[src/rtl/edge_detector_multi.sv]
// Multi-channel edge detector.
// Each channel has an optional synchroniser chain and debounce filter, a runtime
// edge mode (00 off, 01 rise, 10 fall, 11 both), a one-cycle pulse and a sticky flag.
// Define EDGE_CNT_EN to add a saturating per-channel event counter; without it cnt_o is 0.
// A commit is registered once (with the mode applied) before it drives pulse_o. So pulse_o
// rises SYNC_STAGES + max(FILT_LEN,1) cycles after the first edge that samples a new level.
module edge_detector_multi #(
    parameter int unsigned CH          = 4,
    parameter int unsigned SYNC_STAGES = 2,
    parameter int unsigned FILT_LEN    = 0,
    parameter int unsigned CNT_W       = 8
) (
    input  logic                clk_i,
    input  logic                rst_i,
    input  logic [CH-1:0]       sig_i,
    input  logic [2*CH-1:0]     mode_i,
    input  logic [CH-1:0]       clr_i,
    output logic [CH-1:0]       pulse_o,
    output logic [CH-1:0]       sticky_o,
    output logic [CH*CNT_W-1:0] cnt_o
);

    for (genvar i = 0; i < CH; i++) begin : g_ch
        logic s;          // synchronised input
        logic f_q, f_d;   // filtered level
        logic commit;     // filtered level changes this cycle
        logic det_d, det_q;
        logic pulse_q, sticky_q;

        if (SYNC_STAGES == 0) begin : g_nosync
            assign s = sig_i[i];
        end else begin : g_sync
            logic [SYNC_STAGES-1:0] sync_q;

            // Shift the raw input through the synchroniser chain
            always_ff @(posedge clk_i) begin
                if (rst_i) begin
                    sync_q <= '0;
                end else begin
                    sync_q[0] <= sig_i[i];
                    for (int k = 1; k < int'(SYNC_STAGES); k++) begin
                        sync_q[k] <= sync_q[k-1];
                    end
                end
            end

            assign s = sync_q[SYNC_STAGES-1];
        end

        if (FILT_LEN >= 2) begin : g_filt
            localparam int unsigned    FcW    = $clog2(FILT_LEN);
            localparam logic [FcW-1:0] FcLast = FcW'(FILT_LEN - 1);

            logic [FcW-1:0] fc_q, fc_d;

            // Count consecutive disagreeing samples; flip f on the FILT_LEN-th one
            always_comb begin
                fc_d   = '0;
                f_d    = f_q;
                commit = 1'b0;
                if (s != f_q) begin
                    if (fc_q == FcLast) begin
                        f_d    = ~f_q;
                        commit = 1'b1;
                    end else begin
                        fc_d = fc_q + 1'b1;
                    end
                end
            end

            // Debounce counter state
            always_ff @(posedge clk_i) begin
                if (rst_i) begin
                    fc_q <= '0;
                end else begin
                    fc_q <= fc_d;
                end
            end
        end else begin : g_nofilt
            // No debounce: the filtered level follows the synchronised input
            always_comb begin
                f_d    = s;
                commit = s ^ f_q;
            end
        end

        // Mode is applied at the commit cycle: bit 0 enables rise, bit 1 enables fall
        always_comb begin
            det_d = commit & (f_d ? mode_i[2*i] : mode_i[2*i+1]);
        end

        // Filtered level, detection stage, output pulse and sticky flag (set beats clear)
        always_ff @(posedge clk_i) begin
            if (rst_i) begin
                f_q      <= 1'b0;
                det_q    <= 1'b0;
                pulse_q  <= 1'b0;
                sticky_q <= 1'b0;
            end else begin
                f_q      <= f_d;
                det_q    <= det_d;
                pulse_q  <= det_q;
                sticky_q <= det_q | (sticky_q & ~clr_i[i]);
            end
        end

        assign pulse_o[i]  = pulse_q;
        assign sticky_o[i] = sticky_q;

`ifdef EDGE_CNT_EN
        logic [CNT_W-1:0] cnt_q, cnt_d;

        // Saturating event count; a clear coinciding with an event restarts at one
        always_comb begin
            cnt_d = cnt_q;
            if (clr_i[i]) begin
                cnt_d = det_q ? CNT_W'(1) : '0;
            end else if (det_q && (cnt_q != '1)) begin
                cnt_d = cnt_q + 1'b1;
            end
        end

        // Event counter state
        always_ff @(posedge clk_i) begin
            if (rst_i) begin
                cnt_q <= '0;
            end else begin
                cnt_q <= cnt_d;
            end
        end

        assign cnt_o[i*CNT_W +: CNT_W] = cnt_q;
`else
        assign cnt_o[i*CNT_W +: CNT_W] = '0;
`endif
    end

endmodule

[config.mk]
export PLATFORM = sky130hd
export DESIGN_NAME = edge_detector_multi
export DESIGN_NICKNAME = d
export VERILOG_FILES = /design/src/rtl/edge_detector_multi.sv
export SDC_FILE = /design/constraint.sdc
export NUM_CORES = 1
export LEC_CHECK = 0
export CORE_UTILIZATION = 54
export CTS_BUF_LIST = sky130_fd_sc_hd__clkbuf_8 sky130_fd_sc_hd__clkbuf_16
export CTS_CLUSTER_DIAMETER = 80
export CTS_CLUSTER_SIZE = 20
export DETAILED_ROUTE_END_ITERATION = 8
export DONT_BUFFER_PORTS = 1
export PLACE_DENSITY = 0.7
export SYNTH_ARGS = -nofsm -noshare
export SYNTH_HDL_FRONTEND = slang
export SYNTH_SLANG_ARGS = --single-unit
[constraint.sdc]
create_clock -name clk_i -period 0.8 [get_ports clk_i]
set_input_delay 0.04 -clock clk_i [delete_from_list [all_inputs] [get_ports clk_i]]
set_output_delay 0.04 -clock clk_i [all_outputs]
set_load 0.005 [all_outputs]
**After elaboration in Yosys (flattened, before gate mapping)**

Cells that the tools add are included.

- Register bits after elaboration: 24
- Word-level logic and storage cells: 44
- Input port bits: 18

- Bitwise operators: 20
- Multiplexer cells: 4

Operator list:

| kind | number |
|---|---|
| 1-bit bitwise AND | 8 |
| 1-bit 2-to-1 mux | 4 |
| 1-bit NOT | 4 |
| 1-bit OR | 4 |
| 1-bit bitwise XOR | 4 |

**Logic depth before layout (Yosys ltp)**

Gate-level depths: netlist of the first run.

- Depth in word-level cells: 3
- Depth in mapped cells: 2
- Depth with buffers taken out: 2

**Worst setup path before layout of the first run**

Ideal clock, no wire load.

- Path kind: flip-flop to flip-flop
- From: reg g_ch[2].g_sync.sync_q[1]
- To: reg g_ch[2].det_q
- Slack: 0.183 ns
- Arrival time: 0.547 ns
- Data required time: 0.730 ns
- Clock period less this slack: 0.617 ns
- Cell stages (with the launch flop): 3
- Path through: dfxtp_1 -> nand3b_1 -> a21oi_1

- Cells in the longest elaborated chain, start to end: 2
- Elaborated cells on any way between the ends: 3
- Classes of those cells: mux (1); bitwise (2)

Ends and longest elaborated chain:

| item | RTL line | source |
|---|---|---|
| start, declared | 33 | `logic [SYNC_STAGES-1:0] sync_q;` |
| start signal, assigned by index | 42 | `sync_q[k] <= sync_q[k-1];` |
| 1-bit bitwise XOR or 1-bit 2-to-1 mux (tied branches) | 83, 89 |  |
| 1-bit bitwise AND * | 89 | `det_d = commit & (f_d ? mode_i[2*i] : mode_i[2*i+1]);` |
| end signal, assigned | 101 | `det_q <= det_d;` |
| end, declared | 27 | `logic det_d, det_q;` |

Every way passes the cells marked *; elsewhere a longest branch is shown, timed or not.
A chain may end at the register's enable or synchronous reset.

**Worst setup path in the final report of the first run**

- From: reg g_ch[3].g_sync.sync_q[1]
- To: reg g_ch[3].det_q

- Cells in the longest elaborated chain, start to end: 2
- Elaborated cells on any way between the ends: 3
- Classes of those cells: mux (1); bitwise (2)

Ends and longest elaborated chain:

| item | RTL line |
|---|---|
| start, declared | 33 |
| start signal, assigned by index | 42 |
| 1-bit bitwise XOR or 1-bit 2-to-1 mux (tied branches) | 83, 89 |
| 1-bit bitwise AND * | 89 |
| end signal, assigned | 101 |
| end, declared | 27 |

Marks and branches as above.

==> results of run 1 <==
area by class of cell:
class | count | area share (%)
sequential | 24 | 48.9
multi-input combinational | 68 | 35.0
clock buffer | 3 | 4.20
timing repair buffer | 4 | 4.08
tap | 25 | 3.18
clock inverter | 1 | 3.06
inverter | 4 | 1.53
kinds of logic (layout without fill, tap and decap cells):
family / after synthesis / count (layout) / share of synthesized area (%)
other: 1 / 32 / 0.360
buffers and inverters: 46 / 12 / 32.1
flip-flops: 24 / 24 / 46.1
AO/OA/AOI/OAI: 8 / 8 / 4.20
AND/OR/NAND/NOR: 28 / 28 / 17.3
power groups by stage:
stage | registers [mW] | clock network (mW) | logic (mW)
floorplan | 1.27 | 0 | 0.213
global placement | 1.27 | 0 | 0.0716
detailed placement | 1.27 | 0 | 0.0730
CTS | 1.24 | 1.06 | 0.0876
global route | 1.25 | 1.10 | 0.107
finish | 1.24 | 1.02 | 0.0901
stage by stage:
stage / setup WS (ns) / hold WS, ns
floorplan: 0.183 / 0.168
global placement: 0.163 / 0.106
detailed placement: 0.139 / 0.107
CTS: 0.122 / -0.178
global route: 0.0360 / -0.187
finish: 0.118 / -0.170
synthesized netlist by cell type:
cell	instances	area, um^2
a21oi_1	7	35.0
nand2b_1	4	25.0
a21oi_2	1	8.76
nor2b_1	8	50.1
nor2_1	4	15.0
conb_1	1	3.75
inv_1	4	15.0
buf_6	1	11.3
and2b_1	4	30.0
buf_4	41	308
nand3b_1	8	60.1
dfxtp_1	24	480
registers in the layout, summed over array words and instances (netlist names):
| name | cells |
|---|---|
| g_ch.f_q | 4 |
| g_ch.det_q | 4 |
| g_ch.g_sync.sync_q | 8 |
| g_ch.pulse_q | 4 |
| g_ch.sticky_q | 4 |
worst min path at each step:
| stage | from | end | cells after the start | slack (ns) |
|---|---|---|---|---|
| 5_1_grt | rst_i | g_ch[3].sticky_q | 1 | -0.19 |
| 3_5_place_dp | rst_i | g_ch[3].sticky_q | 1 | 0.11 |
| 6_report | rst_i | g_ch[3].sticky_q | 1 | -0.17 |
| 3_3_place_gp | rst_i | g_ch[3].sticky_q | 1 | 0.11 |
| 4_1_cts | rst_i | g_ch[3].sticky_q | 1 | -0.18 |
| 2_1_floorplan | sig_i[0] | g_ch[0].g_sync.sync_q[0] | 1 | 0.17 |
routing by layer:
layer	GRT usage (%)	vias up
met4	3.53	0
li1	-	252
met5	0	-
met3	6.35	0
met2	15.5	30
met1	12.6	218
timing repair:
item | in CTS | in global routing
hold endpoints to repair | 24 | 20
gates resized for setup | 0 | 0
endpoints found under the setup margin | 0 | 0
worst max-delay path, cell delays in order, from the launching register on:
cell and delay (ns):
dfxtp_1 0.33, nand3b_1 0.15, a21oi_1 0.14
==> flow_summary.ini, run 1 <==
[outcome]
outcome = finished, violations left
violated_checks = hold timing

[floorplanning]
die_x_um = 45.9
die_area_um2 = 2110
top_level_ports = 58
start_util_pct = 59.1
coreArea_um2 = 1760
fp.dieH_um = 45.9
floorplan.rows = 15

[setup_path]
worstPathMaxFanout = 3
worst-endpoint-arrival_ns = 0.87
ff2ff_setup_slack_ns = 0.12
cp_data_required_time_ns = 0.99
critical_path.startpoint_type = flip-flop
worst_setup_path_endpoint = g_ch[3].det_q
crit-reg2reg-capture = g_ch[3].det_q
endpoint_kind = flip-flop
worstSetupStartpoint = g_ch[3].g_sync.sync_q[1]
rr_worst_depth = 2
criticalPathCategory = flip-flop to flip-flop
reg2reg_from = g_ch[3].g_sync.sync_q[1]

[sta]
finalCritPeriodShare_pct = 85.2
finalHoldWorstSlack_ns = -0.170
clock_skew_ns = 0.00284
clock.fmax_ghz = 1.47
finalHoldViolations = 20
setup_viol_count_final = 0
period_needed_ns = 0.682
number_of_slew_limit_violations_in_the_final_report = 0
grt_setup_unrepaired = no
setup_tns_ns = 0

[final_layout]
commonest_cells_after_routing_fill_and_taps_aside = conb_1 (32), dfxtp_1 (24), nor2b_1 (8), nand3b_1 (8), a21oi_1 (7)
finalNonFillerCells = 129
insertedDiodeCount = 0
finish.net_count = 123
utilization_pct = 55.7
layout_commonest_cell = conb_1
area_delta_synth_final_pct = -5.76
post_route_cells_drive_above_1_share_pct = 4.81
multi_input_gate_area_in_the_final_layout_um2 = 344
design_area_um2 = 982
seq_area_um2 = 480
nFillCells = 160

[power_and_ir_drop]
clockPowerShare_pct = 43.3
intPower_mw = 1.94
power_per_cell_area_nw_per_um2 = 2400
power.switching_fraction_pct = 17.6
pwr-share-seq_pct = 52.9
report.power.total_mw = 2.35
power_frac_comb_pct = 3.8
peakVddDrop_mv = 1.72
p_sw_uw = 415
leakage_nw = 0.431

[worst_hold_path]
holdCritPathClass = input pin to flip-flop

[routing]
vias_per_cell = 3.88
wl_met2_um = 516
m1WireLength_um = 464
routedWlPerCell_um = 8.26
drtPass1Iterations = 4
drt_iter0_drc = 3
drtAntennaViolNets = 0
wirelength_um = 1070
detailroute.via_count = 500
number_of_drc_violations_after_detailed_routing = 0
wl_met3_um = 85
top_layer_used = met3

[global_route]
grt_pass1_vias = 352
pin_count_of_the_biggest_net_entering_global_routing = 25
global_route.overflow_total = 0
grt_antenna_before_repair = 0
grt_pass1_wl_um = 1510
overall_track_demand_over_capacity_in_global_routing_pct = 10.5

[clock_network]
max-clock-path-buffers = 2
cts_htree_levels = 1
clkSinkCount = 24
cts.repair_timing.setup_buffer_count = 0
tritoncts_buffers = 3
clkSlewWorstSetupHoldPaths_ns = 0.08
skew_pair_late_insertion_delay_ns = 0.26
clock_tree_from_tritoncts = done
hold_buffers = 4
cts_root_buffer = clkbuf_8

[logic_synthesis]
synth_sequential_area_ratio_pct = 46.1
synth_warnings = 0
synthesis.instances = 107
netlist_area_um2 = 1040
syn_avg_cell_area_um2 = 9.74
synth-seq-cells = 24
netlist-cell-type-count = 12

[placement]
placed_cell_area_um2 = 871
numPortBuffers = 0
placed_cells_incl_taps = 121
dp_hpwl_um = 741
finalWeightedCongestion = 0.545

[run]
max_cap_viol_count = 0
Note: power is estimated with default switching activity, not from simulation.
==> inputs of run 2 (changes only) <==
Settings changed: CORE_UTILIZATION 54 to 64, PLACE_DENSITY 0.7 to 0.79.
Clock period 0.8 ns to 0.9 ns, I/O delays scaled along.
==> run 2 against run 1 <==
  * Largest cell class unchanged
  * Critical path type unchanged
  * Clock skew shrank 0.0016 ns
  * Critical path depth unchanged
  * Sequential share of layout area increased by 1.4 points
  * The run still ends with hold timing left
  * Critical endpoint is now g_ch[0].det_q
  * Fmax grew 0.67%
  * Design area down 2.8%
  * Flip-flop and latch count is the same
  * Clock power down 33%
  * Largest power group unchanged
==> flow_summary.ini, run 2 (synthesized netlist as in run 1, its figures left out) <==
[outcome]
outcome = finished, violations left
violated_checks = hold timing

[final_layout]
finish.net_count = 123
flip_flop_count_of_the_largest_register_all_copies_and_words_added = 8
commonest_cells_after_routing_fill_and_taps_aside = conb_1 (32), dfxtp_1 (24), nor2b_1 (8), nand3b_1 (8), a21oi_1 (7)
layout_commonest_cell = conb_1
max_flop_register = g_ch.g_sync.sync_q
area_delta_synth_final_pct = -8.40
insertedDiodeCount = 0
post_route_cells_drive_above_1_share_pct = 4.81

[setup_path]
critical-path-slowest-cell = dfxtp_1
worstSetupStartpoint = g_ch[0].f_q
cp.buffers_inverters = 0
ff2ff_setup_slack_ns = 0.22
critical_path.max_stage_delay_ns = 0.32
cp_data_required_time_ns = 1.09
critical_path.startpoint_type = flip-flop
crit_cells = 2
criticalPathCategory = flip-flop to flip-flop
worst_setup_path_endpoint = g_ch[0].det_q
critical_path.cell_chain = nand3b_1 -> a21oi_1
critPathTopFamily = flip-flops
endpoint_kind = flip-flop
worst-endpoint-arrival_ns = 0.87
rr_worst_depth = 2
crit-reg2reg-capture = g_ch[0].det_q
reg2reg_from = g_ch[0].f_q
worstPathMaxFanout = 2

[sta]
finalHoldWorstSlack_ns = -0.159
grt_setup_unrepaired = no
finalHoldViolations = 20
clock_skew_ns = 0.00128
setup_viol_count_final = 0
clock.fmax_ghz = 1.48
setup_tns_ns = 0
finalCritPeriodShare_pct = 75.3
period_needed_ns = 0.677
number_of_slew_limit_violations_in_the_final_report = 0

[floorplanning]
coreArea_um2 = 1510
die_area_um2 = 1790
top_level_ports = 58
fp.dieH_um = 42.4
start_util_pct = 69.2
floorplan.rows = 14
die_x_um = 42.4

[global_route]
grt_antenna_before_repair = 0
pin_count_of_the_biggest_net_entering_global_routing = 25
overall_track_demand_over_capacity_in_global_routing_pct = 11.7
global_route.overflow_total = 0
grt_pass1_vias = 384
grt_pass1_wl_um = 1550

[clock_network]
hold_buffers = 4
cts_htree_levels = 1
skew_pair_late_insertion_delay_ns = 0.25
clock_tree_from_tritoncts = done
tritoncts_buffers = 3
clkSinkCount = 24
cts_root_buffer = clkbuf_8
max-clock-path-buffers = 2
clkSlewWorstSetupHoldPaths_ns = 0.08

[routing]
number_of_drc_violations_after_detailed_routing = 0
routedWlPerCell_um = 8.63
drtPass1Iterations = 2
wirelength_um = 1040
detailroute.via_count = 500
vias_per_cell = 4.17
drt_iter0_drc = 4
drtAntennaViolNets = 0

[placement]
numPortBuffers = 0
dp_hpwl_um = 737
finalWeightedCongestion = 0.583

[power_and_ir_drop]
peakVddDrop_mv = 1.17
leakage_nw = 0.424
power_per_cell_area_nw_per_um2 = 1960

[run]
max_cap_viol_count = 0

[worst_hold_path]
holdCritPathClass = input pin to flip-flop
run 2: how the worst min path moves through the flow:
stage / from / to / slack (ns) / cells past startpoint
6_report: rst_i / g_ch[3].sticky_q / -0.16 / 1
5_1_grt: rst_i / g_ch[3].sticky_q / -0.18 / 1
4_1_cts: rst_i / g_ch[3].sticky_q / -0.17 / 1
3_5_place_dp: rst_i / g_ch[3].sticky_q / 0.11 / 1
3_3_place_gp: rst_i / g_ch[3].sticky_q / 0.11 / 1
2_1_floorplan: sig_i[0] / g_ch[0].g_sync.sync_q[0] / 0.17 / 1
run 2: layout make-up:
class / instances / area (um^2)
Fill cell: 146 / 552
Sequential cell: 24 / 480
Multi-Input combinational cell: 68 / 344
Clock buffer: 4 / 55.1
Timing Repair Buffer: 4 / 40.0
Tap cell: 16 / 20.0
Inverter: 4 / 15.0
run 2: what timing repair did:
action                                  CTS  global route
gates resized for setup                   0             0
endpoints found under the setup margin    0             0
hold endpoints to repair                 24            20
buffers inserted                          0             0
run 2: routing by layer:
layer	GRT usage, %	vias up	wire [um]
met3	4.74	0	72
met2	18.5	22	533
li1	-	254	-
met1	12.8	224	430
met4	7.50	0	0
met5	0	-	0
run 2: report_power, final:
group	internal, mW	switching, mW	leakage [nW]	total [mW]
clock	0.389	0.298	0.0288	0.687
sequential	1.09	0.0123	0.196	1.11
combinational	0.0367	0.0435	0.200	0.0803
total	1.52	0.354	0.424	1.87
run 2: metrics by stage:
| stage | setup WS [ns] | util, % | total power, mW | instance area [um^2] | std cells |
|---|---|---|---|---|---|
| 2_1_floorplan | 0.283 | - | 1.32 | 1160 | 138 |
| 3_3_place_gp | 0.264 | 57.1 | 1.19 | 860 | 112 |
| 3_5_place_dp | 0.244 | 57.1 | 1.20 | 860 | 112 |
| 4_1_cts | 0.224 | 63.4 | 1.90 | 955 | 120 |
| 5_1_grt | 0.174 | 63.4 | 1.97 | 955 | 120 |
| 6_report | 0.223 | 63.4 | 1.87 | 955 | 120 |
run 2: worst register-to-register path, stage by stage (launching register included):
cell	delay, ns
dfxtp_1	0.32
nand3b_1	0.17
a21oi_1	0.13
==> inputs of run 3 (changes only) <==
Settings changed: CORE_UTILIZATION 64 to 59, PLACE_DENSITY 0.79 to 0.74.
Clock period 0.9 ns to 0.8 ns, I/O delays scaled along.
==> run 3 against run 2 <==
  * The flow finishes with violations (DRC, hold timing)
  * Largest cell class unchanged
  * Design area rose by 1.7%
  * Highest routed layer unchanged
  * Die area rose by 8.1%
  * Sequential share of layout area fell by 0.84 points
  * Hold slack got worse by 0.0055 ns
  * Routed wire length rose by 7.8%
==> flow_summary.ini, run 3 (synthesized netlist as in run 1, its figures left out) <==
[sta]
clock_skew_ns = 0.00562
finalHoldWorstSlack_ns = -0.165
setup_viol_count_final = 0
period_needed_ns = 0.668
clock.fmax_ghz = 1.50
finalHoldViolations = 20
finalCritPeriodShare_pct = 83.5
setup_tns_ns = 0
number_of_slew_limit_violations_in_the_final_report = 0
grt_setup_unrepaired = no

[global_route]
grt_pass1_wl_um = 1770
overall_track_demand_over_capacity_in_global_routing_pct = 12.8
grt_pass1_vias = 470
global_route.overflow_total = 0
pin_count_of_the_biggest_net_entering_global_routing = 25
grt_antenna_before_repair = 0

[placement]
placed_cells_incl_taps = 112
placed_cell_area_um2 = 860
numPortBuffers = 0
finalWeightedCongestion = 0.568
dp_hpwl_um = 773

[floorplanning]
start_util_pct = 66.1
top_level_ports = 58
coreArea_um2 = 1580
die_area_um2 = 1940
floorplan.rows = 14
die_x_um = 44.0
fp.dieH_um = 44.0

[clock_network]
clkSinkCount = 24
skew_pair_late_insertion_delay_ns = 0.26
clkSlewWorstSetupHoldPaths_ns = 0.08
tritoncts_buffers = 3
clock_tree_from_tritoncts = done
hold_buffers = 4
cts.repair_timing.setup_buffer_count = 0
max-clock-path-buffers = 2
cts_root_buffer = clkbuf_8
cts_htree_levels = 1

[routing]
vias_per_cell = 4.29
drtAntennaViolNets = 0
wirelength_um = 1120
drtPass1Iterations = 5
number_of_drc_violations_after_detailed_routing = 4
drt_iter0_drc = 8
routedWlPerCell_um = 9.31
detailroute.via_count = 515

[setup_path]
critPathTopFamily = flip-flops
cp.buffers_inverters = 0
crit_cells = 2
critical-path-slowest-cell = dfxtp_1
worstPathMaxFanout = 3
critical_path.max_stage_delay_ns = 0.32
cp_data_required_time_ns = 0.99
critical_path.cell_chain = nand3b_1 -> a21oi_1
worst-endpoint-arrival_ns = 0.86
endpoint_kind = flip-flop
criticalPathCategory = flip-flop to flip-flop
critical_path.startpoint_type = flip-flop
reg2reg_from = g_ch[3].g_sync.sync_q[1]
rr_worst_depth = 2
worstSetupStartpoint = g_ch[3].g_sync.sync_q[1]

[run]
max_cap_viol_count = 0

[final_layout]
finalNonFillerCells = 120
utilization_pct = 61.6
commonest_cells_after_routing_fill_and_taps_aside = conb_1 (32), dfxtp_1 (24), nor2b_1 (8), nand3b_1 (8), a21oi_1 (7)
layout_commonest_cell = conb_1
design_area_um2 = 971
flip_flop_count_of_the_largest_register_all_copies_and_words_added = 8
post_route_cells_drive_above_1_share_pct = 4.81
max_flop_register = g_ch.g_sync.sync_q
nFillCells = 148
insertedDiodeCount = 0
area_delta_synth_final_pct = -6.84
finish.net_count = 123

[power_and_ir_drop]
peakVddDrop_mv = 1.57
report.power.total_mw = 2.36
leakage_nw = 0.431
power_per_cell_area_nw_per_um2 = 2430

[outcome]
outcome = finished, violations left
violated_checks = DRC, hold timing

[worst_hold_path]
min_delay_path_depth = 1
holdCritPathClass = input pin to flip-flop
worstHoldStart = rst_i
## run 3: cell count changes in the layout (fill, tap and decap cells not counted)
cell	delta
bufinv_16	+1
clkbuf_8	-1
## run 3: metal layers
| layer | track usage (%) | share of wire, % | vias to the layer above |
|---|---|---|---|
| li1 | - | - | 254 |
| met2 | 22.9 | 54 | 33 |
| met1 | 11.8 | 36 | 228 |
| met5 | 0 | 0 | - |
| met4 | 5.45 | 0 | 0 |
| met3 | 6.94 | 10 | 0 |
## run 3: power by group
part	internal [mW]	leakage (nW)	switching, mW
clock network	0.668	0.0357	0.354
registers	1.23	0.196	0.0138
logic	0.0414	0.200	0.0505
total	1.94	0.431	0.419
## run 3: timing repair
item | CTS | global route
hold endpoints to repair | 24 | 20
gates resized for setup | 0 | 0
setup endpoints to repair | 0 | 0
## run 3: through the flow
| stage | setup WS, ns | hold slack, ns |
|---|---|---|
| 2_1_floorplan | 0.183 | 0.168 |
| 3_3_place_gp | 0.163 | 0.105 |
| 3_5_place_dp | 0.150 | 0.108 |
| 4_1_cts | 0.131 | -0.173 |
| 5_1_grt | 0.0602 | -0.190 |
| 6_report | 0.132 | -0.165 |
## run 3: worst paths after layout
kind | to | slack (ns)
worst min register to register | g_ch[2].g_sync.sync_q[1] | 0.43
worst max-delay path | g_ch[3].det_q | 0.13
worst max register to register | g_ch[3].det_q | 0.13
worst min-delay path | g_ch[1].pulse_q | -0.16
## run 3: final cells by class
cell class | instances | area, um^2 | share of cell area (%)
timing repair buffer | 4 | 40.0 | 4.12
tap | 16 | 20.0 | 2.06
multi-input combinational | 68 | 344 | 35.4
clock inverter | 1 | 30.0 | 3.09
sequential | 24 | 480 | 49.5
clock buffer | 3 | 41.3 | 4.25
inverter | 4 | 15.0 | 1.55
